===== src/rtl/vga_line_fetcher.sv =====
// Avalon-MM read master that prefetches one sand-grid row from SDRAM into a
// ping-pong line buffer. The display side reads the front bank by column while
// the back bank fills with the next row.
module vga_line_fetcher #(
  parameter int unsigned CellBits     = 2,
  parameter int unsigned CellsPerWord = 16,
  parameter int unsigned WordsPerRow  = 10,
  parameter int unsigned MaxPending   = 4
) (
  input  logic                             clock,
  input  logic                             reset,
  output logic [23:0]                      mem_address_o,
  output logic                             mem_read_o,
  input  logic                             mem_waitrequest_i,
  input  logic [CellBits*CellsPerWord-1:0] mem_readdata_i,
  input  logic                             mem_readdatavalid_i,
  input  logic [23:0]                      frame_base_i,
  input  logic                             line_req_i,
  input  logic [7:0]                       line_row_i,
  input  logic [7:0]                       rd_col_i,
  output logic [CellBits-1:0]              rd_cell_o,
  output logic                             line_ready_o,
  output logic                             underrun_o
);

  localparam int unsigned WordW    = CellBits * CellsPerWord;
  localparam int unsigned PendW    = $clog2(MaxPending + 1);
  localparam int unsigned IdxW     = $clog2(WordsPerRow + 1);
  localparam int unsigned MemDepth = 2 * WordsPerRow;
  localparam int unsigned MemAw    = $clog2(MemDepth);

  localparam logic [IdxW-1:0]  RowWords  = IdxW'(WordsPerRow);
  localparam logic [PendW-1:0] PendLimit = PendW'(MaxPending);
  localparam logic [7:0]       NumCols   = 8'(CellsPerWord * WordsPerRow);

  typedef enum logic [1:0] {StIdle, StIssue, StDrain} state_e;

  state_e               state_q, state_d;
  logic [PendW-1:0]     pending_q, pending_d;
  logic                 front_sel_q, front_sel_d;
  logic                 front_valid_q, front_valid_d;
  logic                 line_ready_q, line_ready_d;
  logic                 underrun_q, underrun_d;
  logic [23:0]          base_q, base_d;
  logic [23:0]          pend_base_q, pend_base_d;
  logic [IdxW-1:0]      issue_idx_q, issue_idx_d;
  logic [IdxW-1:0]      ret_idx_q, ret_idx_d;
  logic                 mem_read_q, mem_read_d;
  logic [23:0]          mem_addr_q, mem_addr_d;
  logic [CellBits-1:0]  rd_cell_q, rd_cell_d;

  // Bank 0 holds words [0, WordsPerRow), bank 1 the next WordsPerRow words.
  logic [WordW-1:0]     line_mem_q [MemDepth];

  logic                 accept;
  logic                 ret_valid;
  logic [23:0]          req_base;
  logic                 wr_en;
  logic [MemAw-1:0]     wr_addr;

  logic [7:0]           rd_word;
  logic [7:0]           rd_slot;
  logic [MemAw-1:0]     rd_idx;
  logic [WordW-1:0]     rd_shift;

  // Handshake qualifiers; returns with nothing outstanding (after a reset) are dropped.
  always_comb begin
    accept    = mem_read_q & ~mem_waitrequest_i;
    ret_valid = mem_readdatavalid_i & (pending_q != '0);
    req_base  = frame_base_i + 24'(line_row_i) * 24'(WordsPerRow);
    wr_addr   = front_sel_q ? MemAw'(ret_idx_q) : MemAw'(ret_idx_q) + MemAw'(WordsPerRow);
  end

  // Fetch FSM next state plus the registered read request it drives.
  always_comb begin
    state_d       = state_q;
    front_sel_d   = front_sel_q;
    front_valid_d = front_valid_q;
    line_ready_d  = line_ready_q;
    underrun_d    = 1'b0;
    base_d        = base_q;
    pend_base_d   = pend_base_q;
    ret_idx_d     = ret_idx_q;
    wr_en         = 1'b0;
    mem_read_d    = 1'b0;
    mem_addr_d    = mem_addr_q;
    // An accept on the abort cycle is still a real outstanding read.
    pending_d     = pending_q + PendW'(accept) - PendW'(ret_valid);
    issue_idx_d   = issue_idx_q + IdxW'(accept);

    unique case (state_q)
      StIdle: begin
        if (line_req_i) begin
          front_sel_d   = ~front_sel_q;
          front_valid_d = line_ready_q;
          line_ready_d  = 1'b0;
          base_d        = req_base;
          issue_idx_d   = '0;
          ret_idx_d     = '0;
          state_d       = StIssue;
        end
      end
      StIssue: begin
        if (ret_valid) begin
          // Uses the pre-swap bank even when line_req lands on this cycle.
          wr_en     = 1'b1;
          ret_idx_d = ret_idx_q + 1'b1;
        end
        if (line_req_i) begin
          underrun_d    = 1'b1;
          front_sel_d   = ~front_sel_q;
          front_valid_d = 1'b0;
          pend_base_d   = req_base;
          state_d       = StDrain;
        end else if (ret_idx_d == RowWords) begin
          line_ready_d = 1'b1;
          state_d      = StIdle;
        end
      end
      StDrain: begin
        if (line_req_i) begin
          underrun_d  = 1'b1;
          pend_base_d = req_base;
        end
        if (pending_d == '0) begin
          base_d      = line_req_i ? req_base : pend_base_q;
          issue_idx_d = '0;
          ret_idx_d   = '0;
          state_d     = StIssue;
        end
      end
      default: begin
        state_d = StIdle;
      end
    endcase

    if (state_d == StIssue) begin
      if (mem_read_q && mem_waitrequest_i) begin
        // Stalled request must stay put until the slave takes it.
        mem_read_d = 1'b1;
      end else if ((issue_idx_d < RowWords) && (pending_d < PendLimit)) begin
        mem_read_d = 1'b1;
        mem_addr_d = base_d + 24'(issue_idx_d);
      end
    end
  end

  // Display-side lookup into the front bank; out-of-range or invalid reads give empty.
  always_comb begin
    rd_word   = '0;
    rd_slot   = '0;
    rd_cell_d = '0;
    if (rd_col_i < NumCols) begin
      rd_word = rd_col_i / 8'(CellsPerWord);
      rd_slot = rd_col_i % 8'(CellsPerWord);
    end
    rd_idx   = front_sel_q ? MemAw'(rd_word) + MemAw'(WordsPerRow) : MemAw'(rd_word);
    rd_shift = line_mem_q[rd_idx] >> (32'(rd_slot) * CellBits);
    if (front_valid_q && (rd_col_i < NumCols)) begin
      rd_cell_d = rd_shift[CellBits-1:0];
    end
  end

  // Control and output registers.
  always_ff @(posedge clock or posedge reset) begin
    if (reset) begin
      state_q       <= StIdle;
      pending_q     <= '0;
      front_sel_q   <= 1'b0;
      front_valid_q <= 1'b0;
      line_ready_q  <= 1'b0;
      underrun_q    <= 1'b0;
      base_q        <= '0;
      pend_base_q   <= '0;
      issue_idx_q   <= '0;
      ret_idx_q     <= '0;
      mem_read_q    <= 1'b0;
      mem_addr_q    <= '0;
      rd_cell_q     <= '0;
    end else begin
      state_q       <= state_d;
      pending_q     <= pending_d;
      front_sel_q   <= front_sel_d;
      front_valid_q <= front_valid_d;
      line_ready_q  <= line_ready_d;
      underrun_q    <= underrun_d;
      base_q        <= base_d;
      pend_base_q   <= pend_base_d;
      issue_idx_q   <= issue_idx_d;
      ret_idx_q     <= ret_idx_d;
      mem_read_q    <= mem_read_d;
      mem_addr_q    <= mem_addr_d;
      rd_cell_q     <= rd_cell_d;
    end
  end

  // Line buffer storage; contents need no reset.
  always_ff @(posedge clock) begin
    if (wr_en) begin
      line_mem_q[wr_addr] <= mem_readdata_i;
    end
  end

  assign mem_address_o = mem_addr_q;
  assign mem_read_o    = mem_read_q;
  assign rd_cell_o     = rd_cell_q;
  assign line_ready_o  = line_ready_q;
  assign underrun_o    = underrun_q;

endmodule


===== config.mk =====
export PLATFORM = sky130hd
export DESIGN_NAME = vga_line_fetcher
export DESIGN_NICKNAME = d
export VERILOG_FILES = /design/src/rtl/vga_line_fetcher.sv
export SDC_FILE = /design/constraint.sdc
export NUM_CORES = 1
export LEC_CHECK = 0
export BUFFER_PORTS_ARGS = -buffer_cell sky130_fd_sc_hd__clkbuf_2
export CAP_MARGIN = 40
export CORE_UTILIZATION = 55
export DETAILED_ROUTE_END_ITERATION = 8
export PLACE_DENSITY = 0.77
export REMOVE_ABC_BUFFERS = 1
export SETUP_SLACK_MARGIN = 0.15
export SYNTH_ARGS = -nofsm -noshare
export SYNTH_HDL_FRONTEND = slang
export SYNTH_SLANG_ARGS = --single-unit

===== constraint.sdc =====
create_clock -name clock -period 6 [get_ports clock]
set_clock_uncertainty 0.2 [all_clocks]
set_input_delay 0 -clock clock [delete_from_list [all_inputs] [get_ports clock]]
set_output_delay 0 -clock clock [all_outputs]
set_load 0.05 [all_outputs]

==> results of run 1 <==
==> worst max-delay path, cell delays in order, from the launching register on <==
cell and delay [ps]:
dfrtp_1 430, o31ai_2 440, inv_2 140, ha_1 330, inv_1 70, ha_1 150, inv_1 50, fa_1 540
and3b_1 300, nand2_2 220, o21ai_0 210, a32o_1 260, inv_1 80, fa_1 400, inv_1 70, a21o_1 100
a21oi_1 150, nor4_4 460, nand2_1 140, xnor2_1 140, o21ai_0 230
==> synthesized netlist by cell type (5+ instances only) <==
master	count
edfxtp_1	640
nand2_1	277
mux4_2	113
dfrtp_1	92
nand3_1	83
o21ai_0	76
nor2_1	72
a21oi_1	68
clkbuf_1	51
ha_1	39
buf_2	34
inv_1	33
nand4_1	30
xnor2_1	30
a22oi_1	26
a31oi_1	26
xor2_1	26
mux2i_1	25
buf_4	21
nor3_1	20
and3_1	19
a211oi_1	14
a21o_1	12
mux2_2	11
a221oi_1	10
a311oi_1	10
and2_1	10
nor4_1	10
a32oi_1	9
o21ai_1	9
o21ai_2	8
nand2b_1	6
nor2b_1	6
o22ai_1	6
a22o_1	5
a32o_1	5
buf_1	5
o2111ai_1	5
==> cell type report <==
type,instances,area (sq um)
Fill cell,3712,19400
Timing Repair Buffer,259,2100
Tap cell,748,936
Multi-Input combinational cell,1150,9130
Clock buffer,101,2090
Sequential cell,732,21500
Inverter,36,138
Clock inverter,28,238
Antenna cell,2,5.00
==> through the flow <==
stage | power, mW | std cells | area (sq um)
global route | 15.7 | 3056 | 36200
CTS | 15.1 | 3053 | 36100
detailed placement | 10.5 | 2837 | 32900
global placement | 10.3 | 2822 | 32700
floorplan | 9.32 | 1918 | 30600
finish | 15.1 | 3056 | 36200
==> power by group through the flow <==
stage	Combinational [mW]	Sequential [mW]	Clock (mW)
global route	4.81	6.19	4.68
floorplan	2.88	6.44	0
finish	4.50	6.16	4.48
global placement	4.08	6.26	0
CTS	4.39	6.18	4.49
detailed placement	4.27	6.28	0
==> cells by family (layout without fill, tap and decap cells) <==
group,Yosys count,count (layout)
buffers and inverters,148,424
DFF,732,732
muxes,149,149
xor gates and xnor gates,58,58
adders and majority gates,43,43
AOI/OAI and AO/OA,341,341
other,0,2
and+or+nand+nor,559,559
==> layer usage <==
layer / track usage, % / wire (microns)
met2: 46.1 / 39100
met5: 0 / 15
met3: 6.08 / 9040
met4: 10.5 / 2970
met1: 38.9 / 30600
==> how the worst max path moves through the flow <==
stage / start / end / slack, ps
2_1_floorplan: front_sel_q / rd_cell_o[1] / -1870
5_1_grt: pending_q[1] / mem_address_o[12] / 550
3_5_place_dp: pending_q[1] / mem_address_o[18] / 900
3_3_place_gp: pending_q[1] / mem_address_o[22] / 1050
4_1_cts: pending_q[1] / mem_address_o[18] / 840
6_report: pending_q[1] / mem_address_o[12] / 780
==> state kept, by name (all words and copies together) (netlist names), 2 cells and up <==
register / cells
base_q: 24
state_q: 2
pend_base_q: 24
rd_cell_o: 2
line_mem_q: 640
ret_idx_q: 4
mem_address_o: 24
issue_idx_q: 4
pending_q: 3
==> repair_timing <==
action	CTS	global route
hold endpoints to repair	807	0
setup endpoints to repair	0	0
hold buffers	87	0
buffers inserted	0	0
==> metrics.md, run 1 <==
| Metric | Value |
|---|---|
| Die height | 240 microns |
| First-pass GRT wire length | roughly 120000 microns |
| Final setup violation count | 0 |
| GRT Resource Usage Total | roughly 29% |
| PortBufs | 105 |
| Main area contributors after synthesis | edfxtp_1 62%, mux4_2 8.2%, dfrtp_1 7.4% |
| Core ar. | ~56000 sq um |
| R2R setup slack | between 700 and 800 ps |
| Mapped Area | just over 30000 sq um |
| Endpoint type of the worst setup path | register |
| Post-synthesis simple-gate area fraction | between 8 and 9% |
| XOR/XNOR Fraction of Synth Area | approximately 1.7% |
| Initial Utilization | 56.0% |
| Leak Pwr | between 10 and 15 nW |
| Num CTS Buffers | between 70 and 80 |
| DR pass1 iterations | 6 |
| DP Wirelength | about 49000 microns |
| CP Launch Type | register |
| Worst Hold Launch | line_row_i[7] |
| Max Cap Viol | 0 |
| Post-synth top area share | approximately three fifths |
| Asr flop ratio synth | approximately 13% |
| Per-cell routed wire length | approximately 27 microns |
| Die area | 57500 sq um |
| Max VDD drop | 366 uV |
| Sw frac | approximately 33% |
| Clk sink count | 732 |
| Worst EP required | about 6300 ps |
| Most used DFF post-synth | edfxtp_1 |
| Fin crit share | between 80% and 90% |
| RSZ-0062 raised after global routing | false |
| Via count | 19900 |
| Worst R2R Path Depth | 20 |
| Number of cells on the worst hold path | 5 |
| Final setup margin | 778 ps |
| Root Driver | clkbuf_16 |
| Synth Register Bits | 732 |
| Worst Max-Slew Pin Slew | approximately 930 ps |
| Clock share of power | roughly 30% |
| Initial DRC count | between 2000 and 3000 |
| Crit Path Class | register to register |
| H-Tree Depth | 3 |
| Post-synth EDFFs | 640 |
| Vias in the first global route | 19600 |
| Layout area overhead | 16.2% |
| Fmax achieved | ~190 MHz |
| Setup TNS | 0 ps |
| Post-cts gate resize count | 0 |
| Sequential power share | slightly above 40% |
| Final nets | approximately 2400 |
| Dominant cell type by area after synthesis | edfxtp_1 |
| R2r startpoint | pending_q[1] |
| Worst R2R End | mem_address_o[12] |
| Synth cell types | between 80 and 90 |
| Via/cell ratio | about 6.5 |
| Post-layout util | approximately 65% |
| Comb pwr share | about 30% |
| Adder-cell share of the synthesized area | 1.83% |
| # rows | 86 |
| Pwr Density | 419 nW/um^2 |
| Compound-Gate Fraction of Synth Area | under 10% |
| Worst rel slew slack | a little under two fifths |
| Worst min path class | primary input to register |
| Drt drc | 0 |
| GP Congestion | 0.906 |
| Clk_lat worst skew | between 600 and 700 ps |
| Dominant combinational cell family by area after synthesis | multiplexers |
| CP Max Fanout | 10 |
| Commonest non-fill, non-tap cells in the layout | 640 x edfxtp_1, 277 x nand2_1, 113 x mux4_2 |
| WHS Endpoint | pend_base_q[10] |
| Commonest non-fill, non-tap cell in the layout | edfxtp_1 |
| Share of layout cells above drive strength 1 | between 20% and 30% |
| Final Max Slew Viols | 0 |
| Final min period | roughly 5200 ps |
| Initial antenna violation count | 3 |
| Total wire length | approximately 82000 microns |
| NetSw | roughly 5.0 mW |
| Io pins | ~110 |
| Clk slew on worst S/H paths | 60 ps |
| Mapped Cells | approximately 2000 |
| Hold Violations, Final | 0 |
| Maximum number of pins on one net before global-route repair | 64 |
| CTS tree | built |
| GR Overflow Total | 0 |
| Internal Power | 10.2 mW |
| Worst Path Arrival | between 5000 and 6000 ps |
| Die X | 240 microns |
| Max Root-Sink Buffers | 3 |
| Sequential area share after synthesis | approximately 69% |
| Ys Warns | 0 |
| Syn Area/Cell | ~15 sq um |
| Status | finished clean |
| Post-route ant nets | 0 |
| Mux contribution to synthesized area | 9.38% |
| Placement Setup Slack | 903 ps |
| Final hold slack | 14.0 ps |
No activity file was read; power rests on OpenSTA's default activity.
==> run 2: changes to the inputs <==
--- a/config.mk
+++ b/config.mk
@@ -5,11 +5,11 @@
 export SDC_FILE = /design/constraint.sdc
 export NUM_CORES = 1
 export LEC_CHECK = 0
-export BUFFER_PORTS_ARGS = -buffer_cell sky130_fd_sc_hd__clkbuf_2
 export CAP_MARGIN = 40
-export CORE_UTILIZATION = 55
+export CORE_UTILIZATION = 60
 export DETAILED_ROUTE_END_ITERATION = 8
-export PLACE_DENSITY = 0.77
+export DONT_BUFFER_PORTS = 1
+export PLACE_DENSITY = 0.81
 export REMOVE_ABC_BUFFERS = 1
 export SETUP_SLACK_MARGIN = 0.15
 export SYNTH_ARGS = -nofsm -noshare
==> run 2 against run 1 <==
Against the previous run:
- combinational power decreased by 7.8%
- critical path depth unchanged
- final area decreased by 1.7%
- wire length increased by 3.5%
- critical path type is now primary input to register
- highest routed layer unchanged
- critical endpoint is now mem_address_o[23]
- via count about the same
==> metrics.md, run 2 (synthesized netlist as in run 1, its figures left out) <==
| Metric | Value |
|---|---|
| Initial DRC count | 2943 (+2.3%) |
| Final setup violation count | 0 (unchanged) |
| Placed insts | 2651 (-6.6%) |
| Max Root-Sink Buffers | 3 (unchanged) |
| Pwr Density | 429 nW/um^2 (+2.5%) |
| Final Max Slew Viols | 0 (unchanged) |
| # rows | 83 (-3.5%) |
| Initial antenna violation count | 6 (+3) |
| Worst EP required | 6290 ps (-20 ps) |
| Clk slew on worst S/H paths | 60 ps (about the same) |
| Hold-fix buffers, CTS | 98 (+13%) |
| Io pins | 106 (unchanged) |
| Via/cell ratio | 6.89 (+6.1%) |
| Drt drc | 0 (unchanged) |
| Die area | 52800 sq um (-8.3%) |
| Post-route ant nets | 0 (unchanged) |
| Total wire length | 84600 microns (+3.5%) |
| Root Driver | clkbuf_16 |
| Clk_lat worst skew | 600 ps (about the same) |
| Worst Path Arrival | 5710 ps (+180 ps) |
| Endpoint type of the worst setup path | register |
| Top reg by flops | line_mem_q |
| Fmax achieved | 185 MHz (-3.6%) |
| GR Overflow Total | 0 (unchanged) |
| CTS tree | built |
| Leak Pwr | 12.2 nW (-3.5%) |
| Setup TNS | 0 ps (unchanged) |
| Total power | 15.3 mW (+0.81%) |
| Crit Path Class | primary input to register |
| Layout area overhead | 14.2% |
| Worst min path class | primary input to register |
| Die height | 230 microns (-4.2%) |
| First-pass GRT wire length | 126000 microns (+4.6%) |
| Status | finished clean |
| Core ar. | 51300 sq um (-7.6%) |
| Worst rel slew slack | 34.6% (-3.5 points) |
| Clk sink count | 732 (unchanged) |
| Die X | 230 microns (-4.2%) |
| Final min period | 5420 ps (+197 ps) |
| GRT Resource Usage Total | 32.6% (+3.9 points) |
| Max reg flops | 640 (unchanged) |
| Post-cts gate resize count | 0 (unchanged) |
| RSZ-0062 raised after global routing | false |
| Num CTS Buffers | 74 (+2.8%) |
| CP Max Fanout | 6 (-4) |
| # Post-CTS Setup Buffers | 0 (unchanged) |
| Per-cell routed wire length | 29.3 microns (+9.8%) |
| Final nets | 2265 (-4.5%) |
| PortBufs | 0 (-100%) |
| Commonest non-fill, non-tap cell in the layout | edfxtp_1 |
| Worst Max-Slew Pin Slew | 982 ps (+51.8 ps) |
| Post-layout util | 69.3% (+4.2 points) |
| GP Congestion | 0.884 (-2.5%) |
| Vias in the first global route | 20400 (+3.9%) |
| Share of layout cells above drive strength 1 | 15.9% (-4.1 points) |
| DR pass1 iterations | 6 (unchanged) |
| CP Launch Type | primary input |
| DP Wirelength | 47700 microns (-2.4%) |
| Fin crit share | 90.3% (+3.3 points) |
| Max VDD drop | 478 uV (+31%) |
| Hold Violations, Final | 0 (unchanged) |
| Via count | 19900 (+0.065%) |
| Commonest non-fill, non-tap cells in the layout | 640 x edfxtp_1, 277 x nand2_1, 113 x mux4_2 |
| Layout Cells excl Fill | 2882 (-5.7%) |
| Max Cap Viol | 0 (unchanged) |
| H-Tree Depth | 3 (unchanged) |
| Maximum number of pins on one net before global-route repair | 128 (+100%) |
| Final hold slack | 81.2 ps (+67.2 ps) |
| Initial Utilization | 60.7% (+4.6 points) |
[run 2: cell types whose count changed in the layout (fill, tap and decap cells not counted), moves of 4 or more]
cell	previous run	this run
clkinv_1	14	10
clkbuf_8	7	2
clkinv_2	8	15
clkbuf_2	105	0
buf_4	51	47
bufinv_16	4	10
dlygate4sd3_1	87	96
[run 2: worst paths after layout]
kind	startpoint	endpoint	slack (ps)	depth (start not counted)
setup / recovery	line_row_i[1]	mem_address_o[23]	580	20
hold / removal	frame_base_i[12]	base_q[21]	80	4
setup reg to reg	pending_q[0]	mem_address_o[16]	850	20
hold reg to reg	pend_base_q[4]	pend_base_q[4]	270	2
max in group asynchronous	reset	ret_idx_q[0]	4660	4
min in group asynchronous	reset	rd_cell_o[1]	290	4
[run 2: per-layer routing]
layer  GRT usage [%]  share of wire [%]  up-vias
met3            9.23                 13      330
met1            42.9                 35     9894
met2            50.7                 47     1498
li1                -                  -     8133
met4            15.5                4.8       10
met5               0              0.080        -
[run 2: final cells by class]
cell class                      count  area, sq um
Multi-Input combinational cell   1150         9120
Inverter                           36          138
Antenna cell                        3         7.51
Timing Repair Buffer              151         1500
Clock inverter                     39          454
Clock buffer                       91         1960
Tap cell                          680          851
Sequential cell                   732        21500
Fill cell                        3149        15800
[run 2: critical path, cell delays in order]
cell	delay, ps
dlygate4sd3_1	620
ha_1	250
ha_1	290
a21o_1	180
a21oi_1	240
o21bai_1	90
a21oi_1	220
nor2b_1	80
o21a_1	180
ha_1	380
o2111ai_1	280
dlygate4sd3_1	710
o31a_2	350
dlygate4sd3_1	570
o31ai_1	560
a2111oi_2	110
and4_1	240
nand4_1	100
xor2_1	190
o21ai_2	60
[run 2: through the flow]
step / setup slack, ps / cell area [sq um]
2_1_floorplan: -1870 / 30600
3_3_place_gp: 1120 / 32000
3_5_place_dp: 923 / 32100
4_1_cts: 727 / 35500
5_1_grt: 413 / 35500
6_report: 581 / 35500
[run 2: power by group]
group	switching, mW	internal, mW
combinational	2.62	1.53
clock	1.92	2.75
sequential	0.499	5.94
